[src/rtl/serial_full_add.sv]
// Bit-serial WIDTH-bit adder: one full-adder cell plus a carry flop, LSB first.
// Optional build macro SERIAL_ADD_SUB_EN adds in_sub for a bit-serial full-subtract.
module serial_full_add #(
   parameter int WIDTH = 8
) (
   input  logic             clk,
   input  logic             rst_n,
   input  logic             in_valid,
   output logic             in_ready,
   input  logic [WIDTH-1:0] in_a,
   input  logic [WIDTH-1:0] in_b,
   input  logic             in_cin,
`ifdef SERIAL_ADD_SUB_EN
   input  logic             in_sub,
`endif
   output logic             out_valid,
   input  logic             out_ready,
   output logic [WIDTH-1:0] out_sum,
   output logic             out_cout
);

   localparam int CW = $clog2(WIDTH);
   localparam logic [CW-1:0] LAST = CW'(WIDTH - 1);

   typedef enum logic [1:0] {IDLE, RUN, DONE} state_t;

   state_t           state;
   state_t           state_nxt;
   logic [CW-1:0]    cnt;
   logic             carry;
   logic [WIDTH-1:0] a_sh;
   logic [WIDTH-1:0] b_sh;
   logic             s_bit;
   logic             c_nxt;
   logic             load;
   logic             last;
`ifdef SERIAL_ADD_SUB_EN
   logic             sub;
`endif

   function automatic logic bit_sum(input logic a, input logic b, input logic c);
      return a ^ b ^ c;
   endfunction

   function automatic logic maj(input logic a, input logic b, input logic c);
      return (a & b) | (a & c) | (b & c);
   endfunction

   function automatic logic borrow(input logic a, input logic b, input logic bin);
      return (~a & b) | (~(a ^ b) & bin);
   endfunction

   assign in_ready  = (state == IDLE);
   assign out_valid = (state == DONE);
   assign load      = in_valid && in_ready;
   assign last      = (state == RUN) && (cnt == LAST);

   always_comb begin
      s_bit = bit_sum(a_sh[0], b_sh[0], carry);
`ifdef SERIAL_ADD_SUB_EN
      c_nxt = sub ? borrow(a_sh[0], b_sh[0], carry) : maj(a_sh[0], b_sh[0], carry);
`else
      c_nxt = maj(a_sh[0], b_sh[0], carry);
`endif
   end

   always_ff @(posedge clk or negedge rst_n) begin
      if (!rst_n) state <= IDLE;
      else        state <= state_nxt;
   end

   always_comb begin
      state_nxt = state;
      case (state)
         IDLE:    if (load) state_nxt = RUN;
         RUN:     if (last) state_nxt = DONE;
         DONE:    if (out_ready) state_nxt = IDLE;
         default: state_nxt = IDLE;
      endcase
   end

   always_ff @(posedge clk or negedge rst_n) begin
      if (!rst_n) begin
         cnt      <= '0;
         carry    <= 1'b0;
         out_sum  <= '0;
         out_cout <= 1'b0;
`ifdef SERIAL_ADD_SUB_EN
         sub      <= 1'b0;
`endif
      end else if (load) begin
         cnt   <= '0;
         carry <= in_cin;
`ifdef SERIAL_ADD_SUB_EN
         sub   <= in_sub;
`endif
      end else if (state == RUN) begin
         carry <= c_nxt;
         cnt   <= last ? '0 : cnt + 1'b1;
         if (last) begin
            out_sum  <= {s_bit, a_sh[WIDTH-1:1]};
            out_cout <= c_nxt;
         end
      end
   end

   // a_sh doubles as the sum register: each result bit enters at the MSB as an operand bit leaves the LSB
   always_ff @(posedge clk) begin
      if (load) begin
         a_sh <= in_a;
         b_sh <= in_b;
      end else if (state == RUN) begin
         a_sh <= {s_bit, a_sh[WIDTH-1:1]};
         b_sh <= b_sh >> 1;
      end
   end

endmodule

[config.mk]
export PLATFORM = sky130hd
export DESIGN_NAME = serial_full_add
export DESIGN_NICKNAME = d
export VERILOG_FILES = /design/src/rtl/serial_full_add.sv
export SDC_FILE = /design/constraint.sdc
export NUM_CORES = 1
export LEC_CHECK = 0
export CORE_MARGIN = 3
export CORE_UTILIZATION = 49
export DETAILED_ROUTE_END_ITERATION = 7
export GPL_TIMING_DRIVEN = 0
export PLACE_DENSITY = 0.79
export SLEW_MARGIN = 10
export SYNTH_ARGS = -nofsm -noshare
export SYNTH_HDL_FRONTEND = slang
export SYNTH_SLANG_ARGS = --single-unit
[constraint.sdc]
create_clock -name clk -period 1.8 [get_ports clk]
set_input_delay 0.27 -clock clk [delete_from_list [all_inputs] [get_ports clk]]
set_output_delay 0.27 -clock clk [all_outputs]
set_load 0.01 [all_outputs]
==> summary.txt, run 1 <==
STA
  • Final setup margin: around 0.14 ns
  • WHS: about 0.37 ns
  • Worst Tran Pin Value: roughly 0.7 ns
  • Final Critical Period: roughly 1.7 ns
  • Final setup fails: 0
  • Final period utilization: 0.924
  • RSZ-0062 raised after global routing: false
  • Slew Limit Fails: 0
  • Final hold vios: 0
  • Fmax: between 600 and 700 MHz
  • Setup_tns: 0 ns
  • Clk_skew: around 0.010 ns
  • Slew HR: 0.527

Pwr
  • Power density over cell area: roughly 1600 nW/um^2
  • Max IR drop VDD: approximately 1.2 mV
  • Leakage: between 0.7 and 0.8 nW

Placement
  • GPL Wtd Cong: 0.738
  • Post-DP HPWL: approximately 1700 um
  • Pre-CTS setup slack: -0.0653 ns
  • I/O Buffers: 31

Logic synthesis
  • Ranking of synthesized cells by area: edfxtp_1 35%, dfrtp_1 27%, mux2_2 12%
  • Mean post-synth cell area: roughly 17 sq um
  • Synthesis-stage register bit count: 31
  • Post-synth EDFFs: 16
  • Cells after Synth: 83
  • Synth cell types: 25
  • Top FF cell, synth: edfxtp_1
  • Area fraction of the dominant cell type after synthesis: 0.346
  • Syn_nets: ~110
  • Ys Warns: 0
  • Sequential share of the synthesized area: 0.616
  • Most common cell in the netlist: edfxtp_1
  • Most common library cells after synthesis: 16 x edfxtp_1, 15 x dfrtp_1, 15 x mux2_2
  • Leading area contributor after synthesis: edfxtp_1
  • Area of the mapped netlist: 1390 sq um
  • Asr flop ratio synth: 0.484

Route
  • Initial DRC count: 22
  • Routed WL: ~2400 um
  • Via Count: about 800
  • Detailed-route vias per instance: around 5.2
  • Residual DRC: 0
  • Antenna Nets Post-Route: 0
  • Drt first pass iters: 4
  • WL/cell: approximately 16 um

GRT
  • Largest net degree at the start of global routing: 17
  • Initial antenna violation count: 0
  • First-pass GRT wire length: a little over 4000 um
  • Overflow after GRT: 0
  • Number of global-route vias before repair: about 900
  • Aggregate global-route resource usage: 0.163

Cells and area
  • Post-Route Utilization: 0.689
  • Area Growth Syn to Fin: 28.5%
  • Share of post-route cells with drive strength above 1: 0.303
  • Nets: between 100 and 150
  • Ant diodes: 0

Floorplan
  • Starting density of the core: 0.536
  • Top Ports: 32
  • Die H: 59.2 um
  • Die Wd: between 50 and 60 um
  • Total core area: around 2600 sq um
  • Die ar.: between 3000 and 4000 sq um
  • Core Rows: 18

Worst hold path
  • Worst hold path class: in -> async

Clock network
  • Total CTS buffers: 5
  • Clock-pin slew on the worst setup and hold paths: around 0.10 ns
  • Setup repair bufs after CTS: 0
  • Clk root buf: clkbuf_4
  • CTS tree: done
  • Clk_lat worst skew: 0.32 ns
  • Sink Count: 31
  • PostCTS Resize Cnt: 2
  • H-tree levels: 2
  • CTS max path bufs: 2
  • Hold Buf Count CTS: 0

Setup path
  • Critical Path Sink Type: flip-flop
  • CP Class: reg -> reg
  • WP data required: 1.88 ns
  • Critical Path Fanout Max: 10
  • WP data arrival: ~1.7 ns
  • CP Launch Type: flip-flop

Job
  • Max-cap violation count: 0

Status
  • Outcome: completed
registers in the layout, indices dropped and copies added, names as in the netlist:
| signal | count |
|---|---|
| a_sh | 8 |
| b_sh | 8 |
| out_sum | 8 |
| cnt | 3 |
| state | 2 |
| carry | 1 |
| out_cout | 1 |
critical path, cell delays in order, from the launching register on:
cell and delay (ns):
dfrtp_1 0.37, buf_4 0.16, nor2_2 0.13, and2_4 0.15, buf_6 0.12, buf_8 0.16
mux2_4 0.32
path summary, 6_finish.rpt:
check                                  startpoint                endpoint  slack [ns]  depth (start not counted)
setup / recovery             state[0]$_DFFE_PN0P_       a_sh[3]$_DFFE_PP_        0.14                          6
hold / removal                              rst_n  out_sum[2]$_DFFE_PN0P_        0.37                          1
setup reg to reg             state[0]$_DFFE_PN0P_       a_sh[3]$_DFFE_PP_        0.14                          6
hold reg to reg            out_sum[7]$_DFFE_PN0P_  out_sum[7]$_DFFE_PN0P_        0.51                          1
max in group asynchronous                   rst_n       carry$_DFFE_PN0P_        0.98                          1
min in group clk           out_sum[7]$_DFFE_PN0P_  out_sum[7]$_DFFE_PN0P_        0.51                          1
cells by family after synthesis:
logic type | Yosys count | share of synthesized area
AOI/OAI and AO/OA | 5 | 0.0279
adders and majority gates | 3 | 0.0324
buffers and inverters | 6 | 0.0324
DFF | 31 | 0.616
muxes | 26 | 0.237
and+or+nand+nor | 12 | 0.0541
through the flow:
stage                     cell area, sq um  power, mW  std cells
after CTS                             1780       2.89        152
after detailed placement              1740       2.52        144
after global routing                  1780       3.06        152
after global placement                1740       2.47        144
after floorplan                       1390       2.08         83
final                                 1780       2.85        152
cell usage in the layout, fill, tap and decap left out, types with 2 or more instances in the layout:
cell type / synthesis / final
ha_1: 2 / 2
nor2_1: 2 / 2
inv_1: 3 / 3
clkdlybuf4s50_1: 0 / 29
clkbuf_4: 0 / 5
a22o_1: 2 / 2
dlygate4sd2_1: 0 / 2
edfxtp_1: 16 / 16
nand2b_1: 2 / 2
dfrtp_1: 15 / 15
mux2_2: 15 / 15
mux2_4: 10 / 10
where the power goes:
group	leakage (nW)	total, mW	switching, mW	internal (mW)
combinational	0.369	1.12	0.418	0.705
clock	0.0297	0.374	0.227	0.147
sequential	0.351	1.36	0.169	1.19
total	0.750	2.85	0.814	2.04
routing by layer:
metal	wire (um)	vias up	part of all wire	global-route usage
met5	0	-	0	0
met4	44	0	0.018	0.0777
met3	144	5	0.060	0.0414
met2	1110	25	0.46	0.253
met1	1120	385	0.46	0.213
li1	-	380	-	-
cell type report:
| class | count | area, sq um |
|---|---|---|
| fillers | 182 | 806 |
| clock inverters | 2 | 8.76 |
| plain buffers | 3 | 33.8 |
| repair buffers | 31 | 308 |
| well taps | 30 | 37.5 |
| flip-flops and latches | 31 | 856 |
| multi-input cells | 46 | 488 |
| clock buffers | 6 | 41.3 |
| inverters | 3 | 11.3 |
(Power assumes the default switching activity.)
==> inputs of run 2 (changes only) <==
--- a/config.mk
+++ b/config.mk
@@ -5,6 +5,7 @@
 export SDC_FILE = /design/constraint.sdc
 export NUM_CORES = 1
 export LEC_CHECK = 0
+export CAP_MARGIN = 25
 export CORE_MARGIN = 3
 export CORE_UTILIZATION = 49
 export DETAILED_ROUTE_END_ITERATION = 7
==> results of run 2 <==
Final layout, timing and power as in run 1 (identical DEF).
